File: src/rtl/keyboard_controller.sv
// PS/2 keyboard receiver: synchronises ps2_clk/ps2_data, checks framing and odd parity, and holds scancodes for the CPU.
// Define KBD_FIFO_EN to use a FIFO_DEPTH-entry scancode FIFO instead of the single holding register.
module keyboard_controller #(
  parameter int unsigned TIMEOUT_CYCLES = 50000,
  parameter int unsigned FIFO_DEPTH     = 4
) (
  input  logic       clk,
  input  logic       reset,
  input  logic       ps2_clk,
  input  logic       ps2_data,
  input  logic       keyboard_readed_signal,
  output logic [7:0] keyboard_data,
  output logic       keyboard_valid_data,
  output logic       frame_error,
  output logic       overrun
);

  localparam int unsigned TO_W = $clog2(TIMEOUT_CYCLES + 1);

  typedef enum logic [1:0] {IDLE, DATA, PARITY, STOP} state_t;

  state_t      state;
  logic        clk_s1, clk_s2, clk_prev;
  logic        data_s1, data_s2;
  logic [2:0]  bit_cnt;
  logic [7:0]  shift;
  logic        parity_bit;
  logic [TO_W-1:0] to_cnt;
  logic        commit;
  logic [7:0]  commit_byte;
  logic        readed_prev;
  logic        fall;
  logic        pop;

  assign fall = clk_prev & ~clk_s2;
  assign pop  = keyboard_readed_signal & ~readed_prev;

  always_ff @(posedge clk) begin
    if (reset) begin
      clk_s1      <= 1'b1;
      clk_s2      <= 1'b1;
      clk_prev    <= 1'b1;
      data_s1     <= 1'b1;
      data_s2     <= 1'b1;
      readed_prev <= 1'b0;
    end else begin
      clk_s1      <= ps2_clk;
      clk_s2      <= clk_s1;
      clk_prev    <= clk_s2;
      data_s1     <= ps2_data;
      data_s2     <= data_s1;
      readed_prev <= keyboard_readed_signal;
    end
  end

  always_ff @(posedge clk) begin
    if (reset) begin
      state       <= IDLE;
      bit_cnt     <= '0;
      shift       <= '0;
      parity_bit  <= 1'b0;
      to_cnt      <= '0;
      commit      <= 1'b0;
      commit_byte <= '0;
      frame_error <= 1'b0;
    end else begin
      commit      <= 1'b0;
      frame_error <= 1'b0;
      if (state == IDLE) begin
        to_cnt <= '0;
        if (fall && !data_s2) begin
          state   <= DATA;
          bit_cnt <= '0;
        end
      end else if (fall) begin
        to_cnt <= '0;
        case (state)
          DATA: begin
            shift   <= {data_s2, shift[7:1]};
            bit_cnt <= bit_cnt + 3'd1;
            if (bit_cnt == 3'd7) state <= PARITY;
          end
          PARITY: begin
            parity_bit <= data_s2;
            state      <= STOP;
          end
          default: begin
            state <= IDLE;
            if (data_s2 && (^{shift, parity_bit})) begin
              commit      <= 1'b1;
              commit_byte <= shift;
            end else begin
              frame_error <= 1'b1;
            end
          end
        endcase
      end else if (to_cnt == TO_W'(TIMEOUT_CYCLES - 1)) begin
        // Stalled mid-frame: drop the partial byte and resynchronise on the next start bit.
        state       <= IDLE;
        to_cnt      <= '0;
        frame_error <= 1'b1;
      end else begin
        to_cnt <= to_cnt + 1'b1;
      end
    end
  end

`ifdef KBD_FIFO_EN
  localparam int unsigned PTR_W = $clog2(FIFO_DEPTH);

  logic [7:0]       mem [FIFO_DEPTH];
  logic [PTR_W-1:0] wr_ptr, rd_ptr;
  logic [PTR_W:0]   count;
  logic             empty, full, pop_eff;

  assign empty               = (count == '0);
  assign full                = (count == (PTR_W + 1)'(FIFO_DEPTH));
  assign pop_eff             = pop & ~empty;
  assign keyboard_valid_data = ~empty;
  assign keyboard_data       = empty ? 8'h00 : mem[rd_ptr];

  always_ff @(posedge clk) begin
    if (reset) begin
      for (int unsigned i = 0; i < FIFO_DEPTH; i++) mem[i] <= '0;
      wr_ptr  <= '0;
      rd_ptr  <= '0;
      count   <= '0;
      overrun <= 1'b0;
    end else begin
      overrun <= 1'b0;
      // A pop in the same cycle frees the slot, so a full FIFO still accepts the push.
      if (commit && (!full || pop_eff)) begin
        mem[wr_ptr] <= commit_byte;
        wr_ptr      <= wr_ptr + 1'b1;
      end
      if (commit && full && !pop_eff) overrun <= 1'b1;
      if (pop_eff) rd_ptr <= rd_ptr + 1'b1;
      if (commit && !full && !pop_eff) count <= count + 1'b1;
      else if (!commit && pop_eff)     count <= count - 1'b1;
    end
  end
`else
  always_ff @(posedge clk) begin
    if (reset) begin
      keyboard_data       <= '0;
      keyboard_valid_data <= 1'b0;
      overrun             <= 1'b0;
    end else begin
      overrun <= 1'b0;
      if (commit) begin
        if (!keyboard_valid_data || pop) begin
          keyboard_data       <= commit_byte;
          keyboard_valid_data <= 1'b1;
        end else begin
          overrun <= 1'b1;
        end
      end else if (pop && keyboard_valid_data) begin
        keyboard_data       <= '0;
        keyboard_valid_data <= 1'b0;
      end
    end
  end
`endif

endmodule
File: config.mk
export PLATFORM = sky130hd
export DESIGN_NAME = keyboard_controller
export DESIGN_NICKNAME = d
export VERILOG_FILES = /design/src/rtl/keyboard_controller.sv
export SDC_FILE = /design/constraint.sdc
export NUM_CORES = 1
export LEC_CHECK = 0
export BUFFER_PORTS_ARGS = -buffer_cell sky130_fd_sc_hd__buf_2
export CORE_AREA = 2 2 80 82
export DETAILED_ROUTE_END_ITERATION = 12
export DIE_AREA = 0 0 82 84
export PLACE_DENSITY = 0.67
export REMOVE_ABC_BUFFERS = 1
export SYNTH_ARGS = -nofsm -noshare
export SYNTH_HDL_FRONTEND = slang
export SYNTH_SLANG_ARGS = --single-unit
File: constraint.sdc
create_clock -name clk -period 1.7 [get_ports clk]
set_input_delay 0.085 -clock clk [delete_from_list [all_inputs] [get_ports clk]]
set_output_delay 0.085 -clock clk [all_outputs]
set_load 0.1 [all_outputs]
Word-level counts from Yosys, hierarchy flattened
Index checks and enable logic that the tools add are counted.

Bits in registers: 56. Input port bits: 5. Logic and storage cells: 79.

Add/sub/neg operators: 2. Eq/ne operators: 7. Mux-type cells: 22. Bitwise operators: 8. Reduce and logical (&&, ||, !) cells: 23.

Operator list (number): $mux W8 (3); $add A16 B1 Y16 const B (1); $eq A16 B16 Y1 const B (1); $mux W3 (4); $reduce_and A3 Y1 (4); $mux W2 (5); $mux W1 (9); $reduce_xor A9 Y1 (1); $not A1 Y1 (6); $reduce_bool A2 Y1 (3); $reduce_or A2 Y1 (3); $reduce_or A5 Y1 (1); $ne A2 B1 Y1 const B (2); $ne A4 B4 Y1 const B (1); $pmux W2 S2 (1); $reduce_and A4 Y1 (1); $reduce_or A4 Y1 (1); $add A3 B1 Y3 const B (1); $eq A3 B3 Y1 const B (1); $logic_and A1 B1 Y1 (3); $reduce_bool A3 Y1 (1); $and A1 B1 Y1 (2); $eq A2 B1 Y1 const B (1); $eq A2 B2 Y1 const B (1); 4 further kinds (5).

Depth between registers and ports, before layout
Depth after elaboration: 5. Depth in mapped cells: 8. Gate-level depth less buffers: 6.

Worst setup path before layout
Ideal clock, no wire load.

Path kind: register to register. Start point: register state[0]. End point: register shift[2]. Library setup time: 0.070 ns. Arrival time: 1.796 ns. Data required time: 1.630 ns. Path slack: -0.167 ns. Cell stages (with the launch flop): 9. Cells stage by stage: dfxtp_1 -> inv_1 -> ha_1 -> buf_2 -> nor3b_1 -> and2_1 -> clkbuf_1 -> nand2_1 -> a21oi_1.

Word-level cells in the longest chain between the ends: 3.

RTL lines: from (decl) (RTL line 22) `state_t state;`; from (signal assigned) (RTL line 58) `state <= IDLE;`; from (signal assigned) (RTL line 72) `state <= DATA;`; from (signal assigned) (RTL line 81) `if (bit_cnt == 3'd7) state <= PARITY;`; $logic_not A2 Y1 (RTL line 69) `if (state == IDLE) begin`; $not A1 Y1 (no line); $reduce_and A3 Y1 (no line) *; to (signal assigned) (RTL line 79) `shift <= {data_s2, shift[7:1]};`; to (decl) (RTL line 26) `logic [7:0] shift;`.

Mark *: on every way between the ends. The rest lies on a longest branch, timed or not. A chain may end at the register's enable or synchronous reset.

Worst setup path after layout
Start point: register to_cnt[12]. End point: register state[1].

Word-level cells in the longest chain between the ends: 3.

RTL lines: from (decl) (RTL line 28) `logic [TO_W-1:0] to_cnt;`; from (signal assigned) (RTL line 103) `to_cnt <= to_cnt + 1'b1;`; $eq A16 B16 Y1 (RTL line 97) `end else if (to_cnt == TO_W'(TIMEOUT_CYCLES - 1)) begin`; $reduce_bool A3 Y1 (no line); $reduce_and A3 Y1 (no line); to (signal assigned) (RTL line 85) `state <= STOP;`; to (signal assigned) (RTL line 88) `state <= IDLE;`; to (signal assigned) (RTL line 99) `state <= IDLE;`.

No other way between the ends.

==> flow_summary.json <==
{
  "synth_area_per_cell_sq_um": 9.47,
  "grt_pass1_vias": 1883,
  "insertion_delay_ns": 0.31,
  "htree_levels": 2,
  "port_buffers": 15,
  "start_util_pct": 39.8,
  "synth_edf_count": 0,
  "postSynthCellCount": 256,
  "ys_types": 44,
  "netlist_top_cells_area": "dfxtp_1 (46%), nand2b_1 (5.2%), nor2_1 (4.2%)",
  "fin_crit_sh_pct": 112,
  "antenna_left": 0,
  "max_freq_ghz": 0.526,
  "die_w_um": 82,
  "core_sq_um": 6100,
  "endpoint_kind": "register",
  "via_per_inst": 4.92,
  "die_area_sq_um": 6890,
  "ys_seq_area_share_pct": 46.2,
  "die_h_um": 84,
  "n_antenna_cell": 0,
  "io_pins": 16,
  "cts_tree": "yes",
  "worst_slack_ns": -0.201,
  "worst_pin_slew_ns": 0.487,
  "cts_made_buffers": 5,
  "hp-class": "primary input to register",
  "floorplan.rows": 29,
  "cts.sink_count": 56,
  "setup_tns_ns": -2.78,
  "p_total_w": 0.00213,
  "post-route-util_pct": 49.0,
  "dpl.cell_count": 364,
  "setup_viol": 19,
  "drc": 0,
  "synth_area_sq_um": 2420,
  "num-fill-cells": 587,
  "peakVddDrop_uv": 413,
  "first_pass_iters": 4,
  "grt_setup_unrepaired": "true",
  "pwr_density_cell_nw_per_um2": 714,
  "finalNetCount": 312,
  "maxCapViolCount": 0,
  "track_usage_pct": 14.2,
  "drv_slew": 0,
  "cts-root-buf": "clkbuf_8",
  "cp_max_fo": 4,
  "num_vias": 1856,
  "final_common_cell": "dfxtp_1",
  "area_growth_pct": 23.2,
  "async_flop_share_pct": 0,
  "wl_per_cell_um": 11.6,
  "hold_violations": 0,
  "gp_congestion": 0.781,
  "grt_overflow": 0,
  "yosys_warnings": 0,
  "crit_required_ns": 1.89,
  "p_leak_nw": 1.11,
  "clkTransAtPathRegs_ns": 0.10,
  "drt_wl_total_um": 4370,
  "failed_checks": "negative setup slack",
  "synth_top_area_cell": "dfxtp_1",
  "grt_antenna_before_repair": 0,
  "reg2reg_slack_ns": -0.20,
  "synth_ff_type": "dfxtp_1",
  "drive_above_1_share_pct": 26.7,
  "worstSetupPathType": "register to register",
  "outcome": "finished, violations left",
  "skew_ns": 0.0113,
  "synth_seq_cells": 56,
  "grt_pass1_wl_um": 7840,
  "drtIter0Drc": 39,
  "final_cell_mix": "dfxtp_1 (50), nor2_1 (27), buf_4 (26), nand2_1 (24), nand2b_1 (20)",
  "fin_crit_ns": 1.90,
  "whs_ns": 0.121,
  "fin_cells": 377,
  "place.detailed.hpwl_um": 3000,
  "grt_max_degree": 37,
  "timing.slew.headroom_pct": 67.8,
  "clock_path_buffers": 2,
  "synth_top_cell_area_share_pct": 46.2,
  "worst_setup_path_start_kind": "register",
  "arrival_ns": 2.09
}
synth_stat cells, types with 2 or more instances:
master,instances
nor3b_1,2
nand2b_1,20
mux2i_1,8
nor3_1,3
xnor2_1,6
nor2b_1,4
clkbuf_1,9
xor2_1,10
or2_2,5
dfxtp_1,56
or3_1,2
and4_1,3
xnor3_1,2
o21ai_0,4
ha_1,8
inv_1,4
nand4_1,3
a21oi_1,15
nor2_1,27
or4bb_1,2
nand2_1,24
a22oi_1,10
nand3_1,8
power by group:
group | switching, W | internal [W]
clock | 0.000452 | 0.000301
combinational | 0.0000310 | 0.0000266
sequential | 0.00000465 | 0.00132
total | 0.000487 | 0.00164
logic make-up after synthesis:
logic type | after synthesis | share of synthesized area [%]
AOI/OAI and AO/OA | 35 | 9.24
xor gates and xnor gates | 18 | 7.64
DFF | 56 | 46.2
adders and majority gates | 8 | 4.13
and+or+nand+nor | 114 | 25.4
muxes | 10 | 4.70
buffers and inverters | 15 | 2.68
worst max-delay path, cell delays in order, from the launching register on:
cell	delay (ns)
dfxtp_2	0.34
or4bb_4	0.54
or4_4	0.59
o311ai_4	0.23
a21oi_1	0.09
repair_timing:
item | CTS | global route
setup buffers | 0 | 2
resized for setup | 2 | 16
endpoints found under the hold margin | 3 | 0
pin swaps | 0 | 5
setup endpoints to repair | 19 | 38
hold buffers | 3 | 0
per-stage QoR:
stage,area (sq um),worst slack [ns]
2_1_floorplan,2370,-0.128
3_3_place_gp,2790,-0.169
3_5_place_dp,2790,-0.204
4_1_cts,2920,-0.160
5_1_grt,2990,-0.244
6_report,2990,-0.201
area by class of cell:
type | instances | area [sq um] | area share [%]
Clock buffer | 5 | 68.8 | 2.30
Tap cell | 77 | 96.3 | 3.23
Multi-Input combinational cell | 185 | 1290 | 43.2
Timing Repair Buffer | 47 | 360 | 12.1
Clock inverter | 3 | 25.0 | 0.838
Sequential cell | 56 | 1130 | 37.9
Inverter | 4 | 15.0 | 0.503
registers in the layout, indices dropped and copies added (netlist names), 2 cells and up:
register / cells
state: 2
to_cnt: 16
commit_byte: 8
shift: 8
bit_cnt: 3
keyboard_data: 8
routing by layer:
metal  part of all wire, %  track usage [%]  vias up
met4                   1.9             5.45        0
li1                      -                -      959
met1                    47             16.5      868
met3                   2.9             3.57        7
met5                     0                0        -
met2                    48             24.5       22
path summary, 6_finish.rpt:
path,from,end,depth (start not counted)
worst max-delay path,to_cnt[12]$_SDFF_PP0_,state[1]$_SDFFE_PP0P_,4
worst min-delay path,reset,readed_prev$_SDFF_PP0_,2
worst min register to register,data_s1$_SDFF_PP1_,data_s2$_SDFF_PP1_,1
worst max register to register,to_cnt[12]$_SDFF_PP0_,state[1]$_SDFFE_PP0P_,4
Power figures use the tool's default switching activity.
